**src/rtl/disp_pkg.sv**
```systemverilog
// Shared definitions for the multiplexed display scanner: FSM encoding and
// default slot timing.
package disp_pkg;

    localparam logic [1:0] ST_IDLE  = 2'd0;
    localparam logic [1:0] ST_BLANK = 2'd1;
    localparam logic [1:0] ST_SHOW  = 2'd2;

    localparam int SLOT_CYC_DEF  = 100000;
    localparam int BLANK_CYC_DEF = 2000;

endpackage

```
**src/rtl/slot_counter.sv**
```systemverilog
// Per-digit slot counter with terminal-count flags for the end of the
// blanking interval and the end of the whole slot.
module slot_counter #(
    parameter int SLOT_CYC  = 8,
    parameter int BLANK_CYC = 2
) (
    input  logic clk,
    input  logic rst,
    input  logic clr,
    input  logic inc,
    output logic at_blank,
    output logic at_slot
);

    localparam int CNT_W = (SLOT_CYC > 1) ? $clog2(SLOT_CYC) : 1;
    localparam logic [CNT_W-1:0] BLANK_LAST = CNT_W'(BLANK_CYC - 1);
    localparam logic [CNT_W-1:0] SLOT_LAST  = CNT_W'(SLOT_CYC - 1);

    logic [CNT_W-1:0] cnt;

    always_ff @(posedge clk) begin
        if (rst || clr) begin
            cnt <= '0;
        end else if (inc) begin
            cnt <= cnt + 1'b1;
        end
    end

    assign at_blank = (cnt == BLANK_LAST);
    assign at_slot  = (cnt == SLOT_LAST);

endmodule

```
**src/rtl/disp_scan_ctrl.sv**
```systemverilog
// Eight-digit display scan controller: blanks each slot briefly while the
// external segment mux settles, then latches and shows that digit.
module disp_scan_ctrl
    import disp_pkg::*;
#(
    parameter int SLOT_CYC  = SLOT_CYC_DEF,
    parameter int BLANK_CYC = BLANK_CYC_DEF
) (
    input  logic       clk,
    input  logic       rst,
    input  logic       en,
    input  logic [7:0] digit_en,
    input  logic [7:0] seg_in,
    output logic [2:0] scan_s,
    output logic [7:0] AN,
    output logic [7:0] SEGMENT,
    output logic       frame_done
);

    logic [1:0] state;
    logic       at_blank;
    logic       at_slot;
    logic       cnt_clr;
    logic       cnt_inc;

    // The counter restarts whenever scanning stops or a slot completes.
    assign cnt_clr = !en || (state == ST_IDLE) || ((state == ST_SHOW) && at_slot);
    assign cnt_inc = (state == ST_BLANK) || (state == ST_SHOW);

    slot_counter #(
        .SLOT_CYC  (SLOT_CYC),
        .BLANK_CYC (BLANK_CYC)
    ) u_slot_counter (
        .clk      (clk),
        .rst      (rst),
        .clr      (cnt_clr),
        .inc      (cnt_inc),
        .at_blank (at_blank),
        .at_slot  (at_slot)
    );

    always_ff @(posedge clk) begin
        if (rst || !en) begin
            state      <= ST_IDLE;
            scan_s     <= 3'd0;
            AN         <= 8'hFF;
            SEGMENT    <= 8'hFF;
            frame_done <= 1'b0;
        end else begin
            frame_done <= 1'b0;
            case (state)
                ST_IDLE: begin
                    state <= ST_BLANK;
                end
                ST_BLANK: begin
                    // Mux output has settled; latch this digit for the rest of the slot.
                    if (at_blank) begin
                        state   <= ST_SHOW;
                        SEGMENT <= seg_in;
                        AN      <= ~(8'b1 << scan_s) | ~digit_en;
                    end
                end
                ST_SHOW: begin
                    if (at_slot) begin
                        state      <= ST_BLANK;
                        scan_s     <= scan_s + 3'd1;
                        AN         <= 8'hFF;
                        SEGMENT    <= 8'hFF;
                        frame_done <= (scan_s == 3'd7);
                    end
                end
                default: begin
                    state <= ST_IDLE;
                end
            endcase
        end
    end

endmodule

```
**config.mk**
```make
export PLATFORM = sky130hd
export DESIGN_NAME = disp_scan_ctrl
export DESIGN_NICKNAME = d
export VERILOG_FILES = /design/src/rtl/disp_pkg.sv /design/src/rtl/slot_counter.sv /design/src/rtl/disp_scan_ctrl.sv
export SDC_FILE = /design/constraint.sdc
export NUM_CORES = 1
export LEC_CHECK = 0
export CORE_UTILIZATION = 34
export CTS_BUF_LIST = sky130_fd_sc_hd__clkbuf_8
export DETAILED_ROUTE_END_ITERATION = 10
export PLACE_DENSITY = 0.54
export SYNTH_ARGS = -nofsm -noshare
export SYNTH_HDL_FRONTEND = slang
export SYNTH_SLANG_ARGS = --single-unit
```
**constraint.sdc**
```tcl
create_clock -name clk -period 2.1 [get_ports clk]
set_input_delay 0.42 -clock clk [delete_from_list [all_inputs] [get_ports clk]]
set_output_delay 0.42 -clock clk [all_outputs]
set_load 0.05 [all_outputs]
```
==> run metrics <==
CTS tree done; clock latency at the later pin of the worst-skew pair 290 ps; Clock Power Share 35.4%; Seq pwr share 55.4%; Max-Cap Viols 0; synthesized flop and latch total 39; count leader, synth nor2_1; Post-synth top flop dfxtp_1; placer congestion estimate 0.753; Max IR drop VDD 0.308 mV; share of layout cells above drive strength 1 13.3%; type of the tightest min-delay check reg -> reg; TritonRoute pass-1 iters 4; share of the synthesized area in the top cell type 42.2%; clock skew 6.23 ps; total routed wirelength 3960 µm; Worst path slowest cell or4b_4; Async SR Flop Fraction 0%; run status complete, no violations; Post-synth EDFFs 0; Setup TNS 0 ps; Slew HR 64.9%; fillers 496; clock net sink count 39; antenna violations before repair 0; sw power 315 µW; largest area contributor in the netlist dfxtp_1; worst-path cell chain or4b_4, nor4_4, a21boi_2, or4_4, a21oi_2; PwrDens 543 mW/mm²; first-pass GRT wire length 6330 µm; vias in the first global route 1354; final hold vios 0; Seq/Total Area, Yosys 42.2%; f_max 499 MHz; Critical Path End Type register; gr ovfl total 0; # diodes 0; vias post-DR 1467; final setup fails 0; Total Routing Usage GR 15.1%; nets 284; clk slew on worst S/H paths 80 ps; DR vias/cell 4.51; chip width 75.8 µm; RSZ-0062 raised after global routing true; Final ANT Viol Nets 0; Crit path required time 2330 ps; final core utilization 48.0%; DR DRC count 0; Die Y 75.8 µm; Leak 0.930 nW; Slew @ Worst Pin 525 ps; IO Count 39; Port-buffer cells 38; largest net degree at the start of global routing 18; H-tree Lvls 2; Layout area overhead 34.2%; Period minus WS final 2000 ps; synth warn 0; deepest clock path buffer count 2; Avg WL per Cell 12.2 µm; Startpoint Class register; number of clock buffers inserted by TritonCTS 5; Critical Path AT 2230 ps; Slowest Stage Delay on Critical Path 550 ps; Syn Inst Count 203; Die ar. 0.00574 mm²; CP delay by family, top simple AND/OR/NAND/NOR gates; top post-synthesis cells by area dfxtp_1 (42%), nor2_1 (11%), mux2i_1 (9.7%); Sw Ratio 23.3%; critical path buffer and inverter count 0; critical path class reg -> reg; Starting Density 35.8%; synth unique cells 34; placed cells 315; Non-Filler Instances 325; Tcrit/Tclk final 95.4%; final setup margin 96.4 ps; syn_area_per_cell 9.12 µm²; DRT iter0 DRCs 44; clock root buffer clkbuf_8; Core Rows 26; Net Count, Synth 233; DP HPWL 2860 µm; Comb pwr share 9.2%; Slew Limit Fails 0; Cell Int Power 1.03 mW; CP max FO 4; Place WS 94.2 ps; Post-Syn Area 0.00185 mm²; top cells by count, synth nor2_1 (53), dfxtp_1 (39), mux2i_1 (18), nand2_1 (13), ha_1 (11); Core Footprint 0.00517 mm²
cells by family after synthesis:
logic type | synth area share [%]
muxes | 10.3
buffers and inverters | 3.58
xor gates and xnor gates | 8.05
AOI/OAI and AO/OA | 2.16
DFF | 42.2
and+or+nand+nor | 26.2
adders and majority gates | 7.44
layout make-up:
class	count	area (µm²)	area share, %
timing repair buffer	51	490	19.7
sequential	39	782	31.5
tap	70	87.6	3.53
inverter	5	18.8	0.756
clock inverter	3	12.5	0.504
multi-input combinational	152	1020	41.2
clock buffer	5	68.8	2.77
power groups by stage:
| stage | Clock, mW | Sequential [mW] | Combinational (mW) |
|---|---|---|---|
| floorplan | 0 | 0.775 | 0.0506 |
| global placement | 0 | 0.764 | 0.121 |
| detailed placement | 0 | 0.764 | 0.121 |
| CTS | 0.501 | 0.747 | 0.121 |
| global route | 0.538 | 0.747 | 0.133 |
| finish | 0.478 | 0.747 | 0.124 |
layout by cell type (no fill, tap or decap), types with 2 or more instances in the layout:
master	netlist	layout
ha_1	11	10
and3_1	7	7
xor2_1	10	10
dfxtp_1	39	38
xnor2_1	7	7
buf_4	1	12
clkdlybuf4s50_1	0	38
mux2i_1	18	18
clkbuf_8	0	5
nand2_1	13	13
inv_1	5	7
nand3_1	5	5
nor2_1	53	53
and3_2	2	2
nor3_1	5	5
a21boi_2	1	2
nand4_1	5	5
what timing repair did:
action                     CTS  global route
setup endpoints to repair    0            17
hold buffers                 0             0
buffers inserted             0             2
resized for setup            0             5
path summary, 6_finish.rpt:
check | startpoint | endpoint | slack, ps | cells past startpoint
max | u_slot_counter.cnt[5]$_SDFFE_PP0P_ | state[0]$_SDFFE_PP0P_ | 100 | 5
min | AN[5]$_SDFFE_PP1P_ | AN[5]$_SDFFE_PP1P_ | 510 | 2
max reg2reg | u_slot_counter.cnt[5]$_SDFFE_PP0P_ | state[0]$_SDFFE_PP0P_ | 100 | 5
min reg2reg | AN[5]$_SDFFE_PP1P_ | AN[5]$_SDFFE_PP1P_ | 510 | 2
per-layer routing:
metal | GRT usage, % | routed length [µm]
met3 | 4.37 | 141
met2 | 22.0 | 1680
met5 | 0 | 0
met1 | 20.7 | 2090
met4 | 6.17 | 52
state kept, by name, summed over array words and instances (netlist names):
| name | flops |
|---|---|
| u_slot_counter.cnt | 17 |
| state | 2 |
| SEGMENT | 8 |
| scan_s | 3 |
| frame_done | 1 |
| AN | 8 |
stage by stage:
stage          power [mW]  hold slack (ps)  area [µm²]
6_report             1.35              511        2480
5_1_grt              1.42              532        2480
4_1_cts              1.37              516        2450
3_5_place_dp        0.885              499        2370
3_3_place_gp        0.885              488        2370
2_1_floorplan       0.826              484        1850
tightest hold or removal path, delay by kind of cell, from the launching register on:
family,cells,cell delay (ps)
simple gates,1,50
mux,1,100
flops,1,330
Note: power is estimated with default switching activity, not from simulation.
